`config.mk`:
```
export PLATFORM = sky130hd
export DESIGN_NAME = operand_fetch
export DESIGN_NICKNAME = d
export VERILOG_FILES = /design/src/rtl/operand_fetch.sv
export SDC_FILE = /design/constraint.sdc
export NUM_CORES = 1
export LEC_CHECK = 0
export ABC_AREA = 1
export ABC_CLOCK_PERIOD_IN_PS = 15400
export CAP_MARGIN = 40
export CORE_ASPECT_RATIO = 1.75
export CORE_UTILIZATION = 50
export DETAILED_ROUTE_END_ITERATION = 7
export PLACE_DENSITY = 0.87
export SKIP_CTS_REPAIR_TIMING = 1
export SLEW_MARGIN = 20
export SYNTH_ARGS = -nofsm -noshare
export SYNTH_HDL_FRONTEND = slang
export SYNTH_SLANG_ARGS = --single-unit
```
`constraint.sdc`:
```
create_clock -name clk -period 15.4 [get_ports clk]
set_clock_uncertainty 0.2 [all_clocks]
set_input_delay 3.08 -clock clk [delete_from_list [all_inputs] [get_ports clk]]
set_output_delay 3.08 -clock clk [all_outputs]
set_load 0.05 [all_outputs]
```
`src/rtl/operand_fetch.sv`:
```
// rtl/operand_fetch.sv - operand fetch stage with writeback bypass, hazard scoreboard and output buffer
//
// Purpose:
//   Sits between decode and execute, directly upstream of the register file
//   read ports. Each accepted instruction has its source operands read, with
//   same-cycle writeback data bypassed in. Its operands are then captured
//   into a single-entry output buffer. A busy-bit scoreboard tracks
//   destination registers that are still outstanding. Any instruction that
//   reads or rewrites such a register is stalled (RAW/WAW).
//
// Ports:
//   clk, reset           clock; asynchronous active-high reset
//   in_valid/in_ready    decoded instruction handshake
//   in_rs1/in_rs2/in_rd  source and destination register indices
//   in_rd_en             instruction writes in_rd
//   in_pc/in_ctrl        PC and opaque control bundle, passed through
//   rf_readA/rf_readB    register file read addresses (combinational)
//   rf_A/rf_B            register file read data
//   wb_en/wb_rd/wb_data  writeback bus (same bus that writes the register file)
//   flush                squashes the buffered instruction
//   out_valid/out_ready  execute handshake
//   out_*                buffered operands, rd, rd_en, PC and control
module operand_fetch #(
  parameter int XLEN   = 32,
  parameter int CTRL_W = 16
) (
  input  logic              clk,
  input  logic              reset,
  input  logic              in_valid,
  output logic              in_ready,
  input  logic [4:0]        in_rs1,
  input  logic [4:0]        in_rs2,
  input  logic [4:0]        in_rd,
  input  logic              in_rd_en,
  input  logic [XLEN-1:0]   in_pc,
  input  logic [CTRL_W-1:0] in_ctrl,
  output logic [4:0]        rf_readA,
  output logic [4:0]        rf_readB,
  input  logic [XLEN-1:0]   rf_A,
  input  logic [XLEN-1:0]   rf_B,
  input  logic              wb_en,
  input  logic [4:0]        wb_rd,
  input  logic [XLEN-1:0]   wb_data,
  input  logic              flush,
  output logic              out_valid,
  input  logic              out_ready,
  output logic [XLEN-1:0]   out_rs1_val,
  output logic [XLEN-1:0]   out_rs2_val,
  output logic [4:0]        out_rd,
  output logic              out_rd_en,
  output logic [XLEN-1:0]   out_pc,
  output logic [CTRL_W-1:0] out_ctrl
);

  logic [31:0]       busy_q, busy_d;
  logic              out_valid_q, out_valid_d;
  logic [XLEN-1:0]   rs1_val_q, rs1_val_d;
  logic [XLEN-1:0]   rs2_val_q, rs2_val_d;
  logic [4:0]        rd_q, rd_d;
  logic              rd_en_q, rd_en_d;
  logic [XLEN-1:0]   pc_q, pc_d;
  logic [CTRL_W-1:0] ctrl_q, ctrl_d;

  logic              hazard;
  logic              accept;
  logic [XLEN-1:0]   rs1_sel, rs2_sel;

  // A register being written back this cycle is no longer outstanding.
  function automatic logic clr(input logic [4:0] r);
    return wb_en && (wb_rd == r);
  endfunction

  function automatic logic eff_busy(input logic [4:0] r);
    return busy_q[r] && !clr(r);
  endfunction

  // The register file only updates at the edge, so same-cycle writeback
  // data must be forwarded here. x0 always reads as zero.
  function automatic logic [XLEN-1:0] sel_operand(input logic [4:0]      r,
                                                  input logic [XLEN-1:0] rf_val);
    if (r == 5'd0) begin
      return '0;
    end else if (clr(r)) begin
      return wb_data;
    end else begin
      return rf_val;
    end
  endfunction

  assign rf_readA = in_rs1;
  assign rf_readB = in_rs2;

  assign hazard   = in_valid && (eff_busy(in_rs1) || eff_busy(in_rs2) ||
                                 (in_rd_en && eff_busy(in_rd)));
  assign in_ready = !hazard && !flush && (!out_valid_q || out_ready);
  assign accept   = in_valid && in_ready;

  assign rs1_sel  = sel_operand(in_rs1, rf_A);
  assign rs2_sel  = sel_operand(in_rs2, rf_B);

  always_comb begin
    busy_d = busy_q;
    if (wb_en) begin
      busy_d[wb_rd] = 1'b0;
    end
    if (flush) begin
      // The squashed instruction will never write back, so release its rd.
      if (out_valid_q && rd_en_q) begin
        busy_d[rd_q] = 1'b0;
      end
    end else if (accept && in_rd_en && (in_rd != 5'd0)) begin
      // Applied after the writeback clear so a same-register set wins.
      busy_d[in_rd] = 1'b1;
    end
    busy_d[0] = 1'b0;
  end

  always_comb begin
    out_valid_d = out_valid_q;
    rs1_val_d   = rs1_val_q;
    rs2_val_d   = rs2_val_q;
    rd_d        = rd_q;
    rd_en_d     = rd_en_q;
    pc_d        = pc_q;
    ctrl_d      = ctrl_q;
    if (flush) begin
      out_valid_d = 1'b0;
    end else if (accept) begin
      out_valid_d = 1'b1;
      rs1_val_d   = rs1_sel;
      rs2_val_d   = rs2_sel;
      rd_d        = in_rd;
      rd_en_d     = in_rd_en;
      pc_d        = in_pc;
      ctrl_d      = in_ctrl;
    end else if (out_valid_q && out_ready) begin
      out_valid_d = 1'b0;
    end
  end

  always_ff @(posedge clk or posedge reset) begin
    if (reset) begin
      busy_q      <= '0;
      out_valid_q <= 1'b0;
      rs1_val_q   <= '0;
      rs2_val_q   <= '0;
      rd_q        <= '0;
      rd_en_q     <= 1'b0;
      pc_q        <= '0;
      ctrl_q      <= '0;
    end else begin
      busy_q      <= busy_d;
      out_valid_q <= out_valid_d;
      rs1_val_q   <= rs1_val_d;
      rs2_val_q   <= rs2_val_d;
      rd_q        <= rd_d;
      rd_en_q     <= rd_en_d;
      pc_q        <= pc_d;
      ctrl_q      <= ctrl_d;
    end
  end

  assign out_valid   = out_valid_q;
  assign out_rs1_val = rs1_val_q;
  assign out_rs2_val = rs2_val_q;
  assign out_rd      = rd_q;
  assign out_rd_en   = rd_en_q;
  assign out_pc      = pc_q;
  assign out_ctrl    = ctrl_q;

endmodule
```
Word level (Yosys, flattened, before mapping):

Index checks and enable logic that the tools add are counted.
Widths: inputs -> output; s select.

* order comparisons: 8
* bitwise logic cells: 6
* reduce and logical (&&, ||, !) cells: 32
* equality and inequality tests: 3
* $add $sub $neg: 0
* multiply operators: 0
* shift operators: 0
* mux-type cells: 23
* divide/modulo/power cells: 0

Operators with widths (number)
* $mux 32: 8
* $and 32x32->32: 2
* $not 32->32: 2
* $or 32x32->32: 1
* $lt 5x6->1 const B: 5
* $logic_and 1x1->1: 18
* $bmux 1 s5: 3
* $demux 1 s5: 3
* $eq 5x5->1: 3
* $ge 5x1->1 const B: 3
* $logic_not 5->1: 2
* $mux 1: 9
* $logic_not 1->1: 6
* $reduce_bool 5->1: 1
* $logic_or 1x1->1: 3
* $reduce_bool 3->1: 1
* $reduce_and 2->1: 1
* $not 1->1: 1

* RAM bits: 0
* bits in latches: 0
* bits in read-only memories: 0
* input bits: 171
* memories kept: 0
* register bits after elaboration: 150

Logic depth before layout (Yosys ltp):

Gate-level depths: netlist of the first run.

* word-level depth: 15
* mapped depth: 19
* gate-level depth less buffers: 16

Worst setup path after synthesis of the first run:

OpenSTA, ideal clock, no wires.

* kind: input -> output
* start: in wb_rd[3]
* end: out in_ready
* data arrival time: 4563 ps
* buffers on the path: 1
* stages on the path: 9
* data required time: 12120 ps
* slack: 7557 ps
* cell sequence: buf_2 > clkinv_2 > nand2_1 > a21oi_1 > nand3_2 > nand3_1 > nand2_1 > nor2_2 > o21a_1

* cells in the longest elaborated chain, start to end: 10
* elaborated cells on any way between the ends: 19
* those cells by class: 3 x eq/ne; 16 x reduce/logical

Ends and longest elaborated chain
* start: declaration: line 42 `input logic [4:0] wb_rd,`
* $eq 5x5->1: line 70 `return wb_en && (wb_rd == r);`
* $logic_and 1x1->1: line 70
* $logic_not 1->1: line 74 `return busy_q[r] && !clr(r);`
* $logic_and 1x1->1: line 74
* $logic_or 1x1->1 / $logic_and 1x1->1 (equally long branches): line 93, 94
* $logic_or 1x1->1 (*): line 93 `assign hazard = in_valid && (eff_busy(in_rs1) || eff_busy(in_rs2) ||`
* $logic_and 1x1->1 (*): line 93
* $logic_not 1->1 (*): line 95 `assign in_ready = !hazard && !flush && (!out_valid_q || out_ready);`
* $logic_and 1x1->1 (*) (2 in a row): line 95
* end: declaration: line 30 `output logic in_ready,`

Mark *: on every way between the ends. The rest lies on a longest branch, timed or not.

Final worst setup path of the first run:

* start: in in_rs1[0]
* end: out in_ready

* cells in the longest elaborated chain, start to end: 10
* elaborated cells on any way between the ends: 12
* those cells by class: 1 x eq/ne; 2 x mux; 9 x reduce/logical

Ends and longest elaborated chain
* start: declaration: line 31 `input logic [4:0] in_rs1,`
* branches (longest 3 deep; another with $bmux 1 s5)
* $logic_and 1x1->1 (*): line 74
* $logic_or 1x1->1 (*) (2 in a row): line 93
* $logic_and 1x1->1 (*): line 93
* $logic_not 1->1 (*): line 95
* $logic_and 1x1->1 (*) (2 in a row): line 95

Every way passes the cells marked *. The select of a mux whose other input is x is not followed.

==> flow_summary.yaml, run 1 <==
synthesis:
  syn_avg_cell_area_um2: 6.723
  synthSimpleGateAreaFrac_pct: 39.36
  muxShareOfSynthArea_pct: 0
  synthCells: 1301
  mappedNetlistArea_mm2: 0.008747
  synthXorXnorAreaFrac_pct: 0.3004
  synth-seq-area-share_pct: 42.91
  yosysWarnings: 0
  synth_top_family_by_area: "simple AND/OR/NAND/NOR gates"
  synth_cell_types: 24
  yosys.area_share.adder_pct: 0
  ys_seq_elements: 150
  syn-num-nets: 1472
  synth_compound_area_share_pct: 9.326
timing:
  fin_ws_ps: 5114
  fmax_mhz: 97.22
  min_period_ps: 10290
  hold_viol_final: 0
  rsz0062_at_grt: "false"
  fin_tns_setup_ps: 0
  fin_hold_ws_ps: 282.3
  tightest_slew_ps: 911.9
  relSlewSlack_pct: 38.74
  slew_viol_final: 0
  setup_viol: 0
  post-route-period-util_pct: 66.79
floorplan:
  start_util_pct: 51.37
  core_area_mm2: 0.01703
  die_width_um: 102.0
  die_area_mm2: 0.01805
  rows: 63
  io_pins: 301
  die_h_um: 177.0
power_and_ir_drop:
  p_leak_nw: 6.010
  power_mw: 2.107
  p_seq_share_pct: 30.3
  power_density_mw_per_mm2: 169.3
  p_clk_share_pct: 19.8
  p_switching_mw: 1.024
  intPower_mw: 1.083
  p_sw_share_pct: 48.60
  pwr-share-comb_pct: 49.9
  peakVddDrop_mv: 0.1846
placed_design:
  dp_hpwl_mm: 29.97
  portBuffers: 300
  routabilityCongestion: 1.009
  pre_cts_ws_ps: 5193
  dp.cells: 1766
critical_path:
  end_kind: "output pin"
  r2r_cells: 16
  start_kind: "input port"
  cp_cell_sequence: "clkdlybuf4s50_1 -> o22ai_1 -> a21oi_2 -> buf_4 -> nand3_2 -> nand2_1 -> nor2_1 -> nor2_2 -> o21a_1 -> clkdlybuf4s50_1"
  worstReg2RegStart: "busy_q[19]"
  worstPathRequired_ps: 12120
  cp_max_fo: 33
  reg2reg_to: "out_rs1_val[12]"
  cp_top_family: "buffers and inverters"
  crit_type: "in -> out"
  cp.arrival_ps: 7010
  worst-path-buf-inv: 3
  r2r_slack_ps: 11320
  max_stage_delay_ps: 950
  crit_slowest_cell: "clkdlybuf4s50_1"
  crit_top_cell: "clkdlybuf4s50_1"
global_routing:
  grt_usage_pct: 47.14
  grt-ovfl-total: 0
  grt_max_degree: 78
  grt_pass1_vias: 10960
  antenna_found_initial: 2
  grt_pass1_wl_mm: 61.85
route:
  wl_mm: 41.57
  ant_nets: 0
  wl_per_cell_um: 23.11
  via_count: 10970
  first_pass_iters: 8
  drt_iter0_markers: 1016
  drcViolationCount: 4
  vias_per_cell: 6.097
clocking:
  numClockSinks: 150
  cts-buffers-inserted: 17
  ctsLongestPathBuffers: 2
  clk_pin_slew_worst_paths_ps: 70
  h-tree-depth: 4
  cts_tree: "yes"
  root_buffer: "clkbuf_16"
  clk_latency_ps: 440
status:
  failed_checks: "design-rule violations"
  status: "finished, violations left"
worst_hold_path:
  hold_class: "reg -> reg"
  holdPathEnd: "out_rs2_val[23]"
  hp-start: "out_rs2_val[23]"
  worstHoldPathCells: 2
flow_run:
  cap_violations: 0
final_layout:
  final_cell_mix: "608 x nand2_1, 300 x clkdlybuf4s50_1, 150 x dfrtp_1"
  final_cells: 1799
  final_nets: 1729
  drive_gt1_share_pct: 4.965
  layout_commonest_cell: "nand2_1"
  area_growth_syn_to_layout_pct: 42.31
==> cell type report <==
class | instances | area (um^2)
repair buffers | 323 | 3218
well taps | 227 | 284.0
clock buffers | 20 | 466.7
flip-flops and latches | 150 | 3754
multi-input cells | 992 | 4330
clock inverters | 12 | 108.9
fillers | 1243 | 4578
diodes | 1 | 2.502
inverters | 74 | 284.0
==> Yosys cell counts <==
master | instances | area [um^2]
clkinv_2 | 1 | 5.000
nand3_2 | 2 | 20.02
clkinv_1 | 1 | 3.750
o211ai_1 | 5 | 37.54
nor3_2 | 1 | 10.01
nand2_1 | 608 | 2282
nand4_1 | 67 | 419.2
buf_4 | 22 | 165.2
nor4_1 | 1 | 6.260
o21ai_0 | 42 | 210.2
o22ai_1 | 8 | 50.05
nor2_1 | 57 | 214.0
nor2_2 | 3 | 18.77
nand3_4 | 1 | 17.52
clkbuf_1 | 41 | 153.9
a21oi_1 | 102 | 510.5
o21a_1 | 1 | 7.510
nand3_1 | 71 | 355.3
inv_2 | 5 | 18.77
inv_1 | 67 | 251.5
xor2_1 | 3 | 26.28
dfrtp_1 | 150 | 3754
nor3_1 | 20 | 100.1
buf_2 | 22 | 110.1
==> worst register-to-register path: stages (launching register included) <==
cell	delay (ps)
dfrtp_1	380
inv_1	200
nand2_1	90
nand3_1	130
nand2_1	70
nand2_1	60
nand2_1	50
nor2_1	200
nand2_1	130
nand2_1	80
nor2_1	70
nor2_2	270
nand3_4	280
inv_2	560
buf_4	730
nand2_1	310
nand2_1	190
==> layer usage <==
metal  global-route usage (%)  part of all wire [%]  vias to the layer above
met2                    77.74                    49                      879
met4                    41.96                    11                        2
met1                    48.13                    30                     5056
li1                         -                     -                     4697
met5                        0                 0.031                        -
met3                    12.12                    10                      335
==> flip-flops by register name, indices dropped and copies added, names as in the netlist <==
name / cells
out_rd: 5
out_rs1_val: 32
out_rs2_val: 32
out_rd_en: 1
out_pc: 32
busy_q: 31
out_valid: 1
out_ctrl: 16
==> cell families (layout without fill, tap and decap cells) <==
| family | after synthesis | in the layout |
|---|---|---|
| simple gates | 831 | 831 |
| buf+inv | 159 | 429 |
| compound gates | 158 | 158 |
| flops | 150 | 150 |
| xor+xnor | 3 | 3 |
| other cells | 0 | 1 |
==> worst max path at each step <==
stage	from	endpoint	slack, ps	depth (start not counted)
CTS	in_rs1[0]	in_ready	5180	10
global placement	in_rs1[0]	in_ready	5260	10
global route	in_rs1[0]	in_ready	4940	10
detailed placement	in_rs1[0]	in_ready	5190	10
floorplan	wb_rd[3]	in_ready	7560	9
finish	in_rs1[0]	in_ready	5110	10
==> power groups by stage <==
stage	combinational [mW]	clock, mW	sequential [mW]
CTS	1.04	0.415	0.632
global placement	1.01	0	0.626
detailed placement	1.03	0	0.631
floorplan	0.216	0	1.03
finish	1.05	0.417	0.639
global route	1.09	0.430	0.650
==> metrics by stage <==
step	util, %	area [um^2]
2_1_floorplan	-	8747
3_3_place_gp	69.10	11770
3_5_place_dp	69.69	11870
4_1_cts	73.07	12440
5_1_grt	73.11	12450
6_report	73.11	12450
Note: power is estimated with default switching activity, not from simulation.
==> run 2, diff against run 1 <==
--- a/config.mk
+++ b/config.mk
@@ -6,12 +6,12 @@
 export NUM_CORES = 1
 export LEC_CHECK = 0
 export ABC_AREA = 1
-export ABC_CLOCK_PERIOD_IN_PS = 15400
+export ABC_CLOCK_PERIOD_IN_PS = 10200
 export CAP_MARGIN = 40
 export CORE_ASPECT_RATIO = 1.75
-export CORE_UTILIZATION = 50
+export CORE_UTILIZATION = 46
 export DETAILED_ROUTE_END_ITERATION = 7
-export PLACE_DENSITY = 0.87
+export PLACE_DENSITY = 0.81
 export SKIP_CTS_REPAIR_TIMING = 1
 export SLEW_MARGIN = 20
 export SYNTH_ARGS = -nofsm -noshare
==> constraint.sdc (replaced) <==
create_clock -name clk -period 10.2 [get_ports clk]
set_clock_uncertainty 0.2 [all_clocks]
set_input_delay 2.04 -clock clk [delete_from_list [all_inputs] [get_ports clk]]
set_output_delay 2.04 -clock clk [all_outputs]
set_load 0.05 [all_outputs]
==> flow_summary.yaml, run 2 (same netlist as run 1, synthesis figures left out) <==
status:
  status: "finished clean"
final_layout:
  drive_gt1_share_pct: 4.464
  layout_commonest_cell: "nand2_1"
  fin_area_mm2: 0.01247
  final_cells: 1809
  area_growth_syn_to_layout_pct: 42.61
  final_nets: 1726
  utilization_pct: 67.14
  final_cell_mix: "608 x nand2_1, 300 x clkdlybuf4s50_1, 150 x dfrtp_1"
critical_path:
  worstPathRequired_ps: 7960
  cp.arrival_ps: 6160
  r2r_cells: 16
  cp_max_fo: 33
  startpoint: "in_rs2[0]"
  reg2reg_to: "out_ctrl[11]"
  crit_type: "in -> out"
  start_kind: "input port"
  worstReg2RegStart: "busy_q[19]"
  worst-path-buf-inv: 4
  cp.depth: 11
  crit_end: "in_ready"
  r2r_slack_ps: 6080
  crit_slowest_cell: "clkdlybuf4s50_1"
  cp_top_family: "buffers and inverters"
  max_stage_delay_ps: 810
  cp_cell_sequence: "clkdlybuf4s50_1 -> inv_2 -> o22ai_1 -> nor2_2 -> buf_4 -> nand3_2 -> nand3_1 -> nand2_1 -> nor2_2 -> o21a_1 -> clkdlybuf4s50_1"
  end_kind: "output pin"
timing:
  setup_viol: 0
  min_period_ps: 8401
  slew_viol_final: 0
  fin_ws_ps: 1799
  post-route-period-util_pct: 82.36
  fin_tns_setup_ps: 0
  relSlewSlack_pct: 43.38
  hold_viol_final: 0
  fin_hold_ws_ps: 279.5
  fmax_mhz: 119.0
  tightest_slew_ps: 846.6
  rsz0062_at_grt: "false"
clocking:
  clk_latency_ps: 440
  numClockSinks: 150
  root_buffer: "clkbuf_16"
  cts_tree: "yes"
  ctsLongestPathBuffers: 2
  clk_pin_slew_worst_paths_ps: 70
  h-tree-depth: 4
  cts-buffers-inserted: 17
floorplan:
  start_util_pct: 47.08
  die_h_um: 184.4
  core_area_mm2: 0.01858
  die_width_um: 106.2
  io_pins: 301
  die_area_mm2: 0.01959
  rows: 66
flow_run:
  cap_violations: 0
power_and_ir_drop:
  p_leak_nw: 6.000
  power_mw: 3.191
  power_density_mw_per_mm2: 255.8
  peakVddDrop_mv: 0.2303
route:
  drcViolationCount: 0
  via_count: 10230
  top_layer_used: "met4"
  vias_per_cell: 5.653
  wl_met1_mm: 13.00
  drt_iter0_markers: 759
  ant_nets: 0
  wl_mm: 38.98
  wl_met2_mm: 19.73
  first_pass_iters: 6
  dr_wl_met3_mm: 3.204
  wl_per_cell_um: 21.55
placed_design:
  pre_cts_ws_ps: 1877
  placed_area_mm2: 0.01185
  routabilityCongestion: 1.038
  portBuffers: 300
  dp_hpwl_mm: 28.45
  dp.cells: 1773
global_routing:
  grt-ovfl-total: 0
  grt_pass1_vias: 10120
  grt_pass1_wl_mm: 57.99
  grt_usage_pct: 40.01
  antenna_found_initial: 1
  grt_max_degree: 75
worst_hold_path:
  hold_class: "reg -> reg"
run 2: changes by cell type in the layout (fill, tap and decap cells not counted), moves of 3 or more:
cell	previous run	this run
bufinv_16	0	3
nor3_1	17	20
clkbuf_8	3	0
nor3_2	3	0
buf_4	17	14
run 2: worst reg2reg max path, stage by stage (launching register included):
cell and delay (ps):
dfrtp_1 380, inv_1 280, nand2_1 100, nand3_1 120
nand2_1 70, nand2_1 60, nand2_1 50, nor2_1 190
nand2_1 140, nand2_1 80, nor2_1 70, nor2_2 260
nand3_4 430, clkinv_2 670, buf_4 650, nand2_1 210
nand2_1 100
run 2: layout make-up:
cell class / instances / area [um^2]
sequential: 150 / 3754
fill: 1605 / 6106
inverter: 74 / 285.3
antenna: 3 / 7.507
clock inverter: 13 / 172.7
multi-input combinational: 992 / 4315
tap: 238 / 297.8
timing repair buffer: 320 / 3209
clock buffer: 19 / 432.9
run 2: metal layers:
metal  vias up  GRT usage (%)
met4         0          31.11
met1      4776          41.56
met5         -              0
met3       155          9.158
li1       4696              -
met2       599          68.99
run 2: worst min path at each step:
stage,slack [ps],start,to,cells past startpoint
floorplan,340,busy_q[21],busy_q[21],2
global placement,260,out_pc[22],out_pc[22],2
detailed placement,260,out_pc[16],out_pc[16],2
CTS,280,out_pc[16],out_pc[16],2
global route,300,out_rs2_val[18],out_rs2_val[18],2
finish,280,out_pc[16],out_pc[16],2
run 2: report_power, final:
part / total, mW / leakage, nW / internal, mW / switching (mW)
combinational: 1.57 / 3.82 / 0.495 / 1.07
clock: 0.669 / 0.292 / 0.390 / 0.279
sequential: 0.953 / 1.89 / 0.800 / 0.153
